<file path="config.mk">
export PLATFORM = sky130hd
export DESIGN_NAME = reg_dump_reader
export DESIGN_NICKNAME = d
export VERILOG_FILES = /design/src/rtl/reg_dump_reader.sv
export SDC_FILE = /design/constraint.sdc
export NUM_CORES = 1
export LEC_CHECK = 0
export BUFFER_PORTS_ARGS = -buffer_cell sky130_fd_sc_hd__buf_2
export CAP_MARGIN = 5
export CORE_UTILIZATION = 41
export DETAILED_ROUTE_END_ITERATION = 8
export PLACE_DENSITY = 0.72
export SYNTH_ARGS = -nofsm -noshare
export SYNTH_HDL_FRONTEND = slang
export SYNTH_SLANG_ARGS = --single-unit
</file>
<file path="constraint.sdc">
create_clock -name clk -period 3.6 [get_ports clk]
set_input_delay 0.36 -clock clk [delete_from_list [all_inputs] [get_ports clk]]
set_output_delay 0.36 -clock clk [all_outputs]
set_load 0.1 [all_outputs]
</file>
<file path="src/rtl/reg_dump_reader.sv">
// rtl/reg_dump_reader.sv - register file readback sequencer streaming {addr, data} beats
module reg_dump_reader #(
  parameter int regAddressWidth = 4,
  parameter int regDataWidth    = 8
) (
  input  logic                       clk,
  input  logic                       reset,
  input  logic                       start,
  input  logic                       abort,
  input  logic [regAddressWidth-1:0] first_reg,
  input  logic [regAddressWidth-1:0] last_reg,
  input  logic [regDataWidth-1:0]    read_data,
  output logic [regAddressWidth-1:0] read_register,
  output logic                       dump_valid,
  input  logic                       dump_ready,
  output logic [regAddressWidth-1:0] dump_addr,
  output logic [regDataWidth-1:0]    dump_data,
  output logic                       stall,
  output logic                       busy,
  output logic                       done
);

  localparam logic [1:0] IDLE   = 2'd0;
  localparam logic [1:0] SETTLE = 2'd1;
  localparam logic [1:0] SEND   = 2'd2;
  localparam logic [1:0] FINISH = 2'd3;

  localparam logic [regAddressWidth:0]   COUNT_ONE = 1;
  localparam logic [regAddressWidth-1:0] PTR_ONE   = 1;

  logic [1:0]                 state;
  logic [regAddressWidth-1:0] ptr;
  // One extra bit so a full wrap (16 beats) is representable.
  logic [regAddressWidth:0]   count;

  assign read_register = ptr;
  assign stall         = (state != IDLE);
  assign busy          = stall;
  assign done          = (state == FINISH);

  always_ff @(posedge clk or posedge reset) begin
    if (reset) begin
      state      <= IDLE;
      ptr        <= '0;
      count      <= '0;
      dump_valid <= 1'b0;
      dump_addr  <= '0;
      dump_data  <= '0;
    end else if (abort) begin
      state      <= IDLE;
      dump_valid <= 1'b0;
    end else begin
      case (state)
        IDLE: begin
          if (start) begin
            ptr   <= first_reg;
            count <= {1'b0, last_reg - first_reg} + COUNT_ONE;
            state <= SETTLE;
          end
        end
        SETTLE: begin
          // Capture one cycle after stall rose so the core's final write has landed.
          dump_data  <= read_data;
          dump_addr  <= ptr;
          dump_valid <= 1'b1;
          state      <= SEND;
        end
        SEND: begin
          if (dump_ready) begin
            dump_valid <= 1'b0;
            if (count == COUNT_ONE) begin
              state <= FINISH;
            end else begin
              ptr   <= ptr + PTR_ONE;
              count <= count - COUNT_ONE;
              state <= SETTLE;
            end
          end
        end
        default: begin
          state <= IDLE;
        end
      endcase
    end
  end

endmodule

</file>
# Yosys cells after proc, flatten, opt, wreduce, memory -nomap -nowiden
# Cells that the tools add are included.
# totals
inputBits	21
out_inout_bits	20
elab_cells	44
ramBits	0
register_bits	24
memories	0
romBits	0
latch_bits	0
# op_classes
shifts	0
addsub	4
muxes	16
n_eq_ne	9
n_div	0
n_mul	0
bitwise_logic	1
reduce_logical	8
n_lt_le_gt_ge	0
# op_table
operator	count
$mux 5	3
$mux 4	3
$pmux 5 s2	1
$mux 2	4
$pmux 4 s2	1
$ne 2x2->1 const B	3
$ne 3x3->1 const B	2
$pmux 2 s3	1
$reduce_and 2->1	3
$add 4x1->5 const B	1
$eq 5x1->1 const B	1
$reduce_and 5->1	1
$sub 5x1->5 const B	1
$add 4x1->4 const B	1
$eq 2x2->1 const B	2
$reduce_bool 2->1	2
$sub 4x4->4	1
$reduce_bool 3->1	1
$eq 2x1->1 const B	1
$logic_not 2->1	1
$mux 1	2
$pmux 1 s2	1
$not 1->1	1

# Depth between registers and ports, before layout
# logic_depth
ltp_word	5
mapped_depth	8
depth_no_buf	8

# Worst setup path before layout
# OpenSTA, ideal clock, no wires.
# synth_path
path_type	input-to-reg
startpoint	input port last_reg[0]
endpoint	register count[4]
path_buffers	0
setup_ns	0.087
stages	7
t_required_ns	3.513
arrival_ns	1.789
slack_ns	1.725
cell_sequence	inv_1 ha_1 inv_1 fa_1 ha_1 or4b_1 o211ai_1
# synth_between
elab_chain_len	4
# synth_lines
item	line_no	source
from (decl)	11	input logic [regAddressWidth-1:0] last_reg,
$sub 4x4->4	57	count <= {1'b0, last_reg - first_reg} + COUNT_ONE;
$add 4x1->5	57	
$mux 5	55	if (start) begin
$pmux 5 s2	53	case (state)
to (signal assigned)	57	
to (signal assigned)	75	count <= count - COUNT_ONE;
to (decl)	34	logic [regAddressWidth:0] count;
# No other way between the ends. The select of a mux whose other input is x is not followed.
# A chain may end at the register's enable or synchronous reset.

# Worst setup path in the final report
# layout_path
startpoint	register state[0]
endpoint	register dump_addr[1]
# layout_between
elab_chain_len	2
# layout_lines
item	line_no	source
from (decl)	31	logic [1:0] state;
from (signal assigned)	43	state <= IDLE;
from (signal assigned)	50	state <= IDLE;
from (signal assigned)	58	state <= SETTLE;
$eq 2x1->1	53	
$reduce_and 2->1 (no source line)	--	
to (signal assigned)	64	dump_addr <= ptr;
to (decl)	16	output logic [regAddressWidth-1:0] dump_addr,
# No other way between the ends.

==> results.json <==
{
  "status": "finished, final reports clean",
  "final_cell_count_no_fill": 216,
  "post-cts-setup-buffers": 0,
  "die_area_um2": 3560,
  "cts_resized": 0,
  "worstPathRequired_ns": 3.82,
  "clkLatencyLatePin_ns": 0.32,
  "die_w_um": 59.7,
  "pwr-share-clk_pct": 15.3,
  "intPower_w": 0.000598,
  "maxSlewViolCount": 0,
  "tightest_slew_ns": 0.969,
  "clockRootBuffer": "clkbuf_4",
  "drt-initial-drc-count": 60,
  "core_region_area_um2": 3100,
  "syn-mean-instance-area_um2": 10.1,
  "crit_arrival_ns": 2.22,
  "period_needed_ns": 2.00,
  "critical_path_peak_fanout": 12,
  "cts_hold_buffers": 0,
  "p_switching_w": 0.000712,
  "clockBufferDepth": 2,
  "placementRows": 20,
  "cts.htree.levels": 1,
  "slew_headroom_pct": 35.3,
  "area_growth_pct": 19.7,
  "yosysUniqueCellTypes": 37,
  "p_leak_nw": 0.791,
  "cts_tree": "done",
  "fin_skew_ns": 0.00214,
  "grt_max_degree": 25,
  "die_h_um": 59.7,
  "grt_first_pass_wirelength_mm": 4.38,
  "ios": 41,
  "nNetsFinal": 202,
  "min_path_type": "input pin to async pin",
  "sw_frac_of_total_pct": 54.3,
  "portBuffers": 40,
  "cts_buffers": 3,
  "dp_cells": 212,
  "drc": 0,
  "final_antenna_net_count": 0,
  "maxCapViolCount": 0,
  "rsz0062_at_grt": "no",
  "antenna_found_initial": 0,
  "cpMostUsedCell": "nor2b_1",
  "max_freq_ghz": 0.500,
  "crit_path_start_kind": "register",
  "clkTransAtPathRegs_ns": 0.14,
  "ys_seq_area_share_pct": 44.0,
  "grt.total_usage_pct": 16.4,
  "layout.cells.most_common": "buf_2",
  "vias_per_cell": 5.17,
  "gp_congestion": 0.819,
  "antenna_cells": 0,
  "grt_pass1_vias": 1004,
  "power.total_w": 0.00131,
  "mostFrequentLayoutCells": "buf_2 (40), dfrtp_1 (24), a21oi_1 (12), mux2_2 (12), inv_1 (10)",
  "globalRoute.totalOverflow": 0,
  "routed_wl_mm": 2.75,
  "start_util_pct": 44.0,
  "finalCritPeriodShare_pct": 55.6,
  "path_cells": "nor2b_1 > nor2b_1 > mux2_2",
  "via_count": 1117,
  "combinationalPowerShare_pct": 54.4,
  "syn-cell-area_um2": 1370,
  "finalSetupTns_ns": 0,
  "pwr-share-seq_pct": 30.3,
  "setup_violations": 0,
  "detailed_place_hpwl_mm": 2.17,
  "slowest_stage": "nor2b_1",
  "drive_above_1_share_pct": 33.7,
  "drtPass1Iterations": 4,
  "syn_nets": 164,
  "numClockSinks": 24,
  "wire_per_inst_um": 12.7,
  "critPathCaptureType": "register",
  "reg2reg_slack_ns": 1.60,
  "vdd_ir_drop_max_mv": 0.393,
  "yosysWarnings": 0,
  "synth-seq-cells": 24,
  "max_stage_delay_ns": 0.79,
  "worstSetupPathType": "register to register",
  "syn_inst": 135,
  "finalHoldViolCount": 0,
  "p_per_area_nw_per_um2": 802
}
## metrics by stage
| step | util (%) | worst slack, ns | hold WS, ns | cell area (um^2) |
|---|---|---|---|---|
| CTS | 52.7 | 1.58 | 0.210 | 1630 |
| floorplan | - | 1.72 | 0.375 | 1370 |
| global route | 52.7 | 1.48 | 0.210 | 1630 |
| finish | 52.7 | 1.60 | 0.188 | 1630 |
| global placement | 51.0 | 1.60 | 0.485 | 1580 |
| detailed placement | 51.0 | 1.45 | 0.495 | 1580 |
## cells by family (layout without fill, tap and decap cells)
| logic type | Yosys count | count (layout) | synth area share (%) |
|---|---|---|---|
| AND/OR/NAND/NOR | 40 | 40 | 15.7 |
| buffers and inverters | 18 | 55 | 6.14 |
| adder cells (fa/ha/maj) | 8 | 8 | 7.88 |
| multiplexers | 13 | 13 | 10.6 |
| XOR/XNOR | 5 | 5 | 4.22 |
| flip-flops | 24 | 24 | 44.0 |
| AO/OA/AOI/OAI | 27 | 27 | 11.5 |
## flip-flops by register name, indices dropped and copies added (netlist names)
register and count:
dump_valid 1, dump_data 8, state 2, dump_addr 4, read_register 4, count 5
## power groups by stage
stage | combinational, W | clock (W) | sequential, W
6_report | 0.000713 | 0.000200 | 0.000397
5_1_grt | 0.000745 | 0.000212 | 0.000408
4_1_cts | 0.000716 | 0.000202 | 0.000398
3_5_place_dp | 0.000715 | 0 | 0.000404
3_3_place_gp | 0.000706 | 0 | 0.000398
2_1_floorplan | 0.000182 | 0 | 0.000819
## worst paths after layout
check                      cells after the start          from      endpoint
setup / recovery                               3      state[0]  dump_addr[1]
hold / removal                                 2         reset  dump_data[0]
setup reg to reg                               3      state[0]  dump_addr[1]
hold reg to reg                                1  dump_addr[3]  dump_addr[3]
max in group asynchronous                      2         reset  dump_addr[0]
min in group clk                               2         abort      state[1]
## routing by layer
layer / part of all wire [%] / GRT usage, % / vias up
met1: 43 / 20.9 / 554
met4: 1.7 / 6.64 / 0
li1: - / - / 540
met3: 1.5 / 1.95 / 6
met2: 53 / 28.3 / 17
met5: 0 / 0 / -
## cells in the mapped netlist
cell type	number	area [um^2]
o31ai_1	1	7.51
ha_1	7	87.6
buf_2	2	10.0
and2_1	1	6.26
xnor2_1	4	35.0
and2b_1	1	7.51
nor3_1	1	5.00
nand2_1	6	22.5
nand2b_1	3	18.8
buf_4	1	7.51
buf_6	1	11.3
a211oi_1	2	15.0
nor2_1	9	33.8
nand3b_1	1	7.51
clkbuf_2	2	10.0
a21oi_1	12	60.1
nand4_1	1	6.26
nor3b_1	3	22.5
nand3_1	6	30.0
mux2i_1	1	10.0
o21ai_0	6	30.0
or2_1	2	12.5
and3_1	2	12.5
inv_1	10	37.5
xnor3_1	1	22.5
dfrtp_1	24	601
o211ai_1	2	15.0
a31oi_1	1	6.26
nor2b_1	2	12.5
or2_2	1	6.26
o22ai_1	1	6.26
o21a_1	1	7.51
or4b_1	1	10.0
fa_1	1	20.0
clkbuf_1	2	7.51
mux2_2	12	135
a311oi_1	1	8.76
## layout make-up
| type | count | area (um^2) |
|---|---|---|
| Sequential cell | 24 | 601 |
| Tap cell | 44 | 55.1 |
| Clock buffer | 3 | 22.5 |
| Inverter | 10 | 37.5 |
| Multi-Input combinational cell | 93 | 681 |
| Timing Repair Buffer | 41 | 208 |
| Fill cell | 297 | 1470 |
| Clock inverter | 1 | 30.0 |
## critical path, delay by kind of cell (launching register included)
kind             cells  cell delay [ns]
and+or+nand+nor      2             0.99
DFF                  1             0.49
muxes                1             0.42
Power figures use the tool's default switching activity.
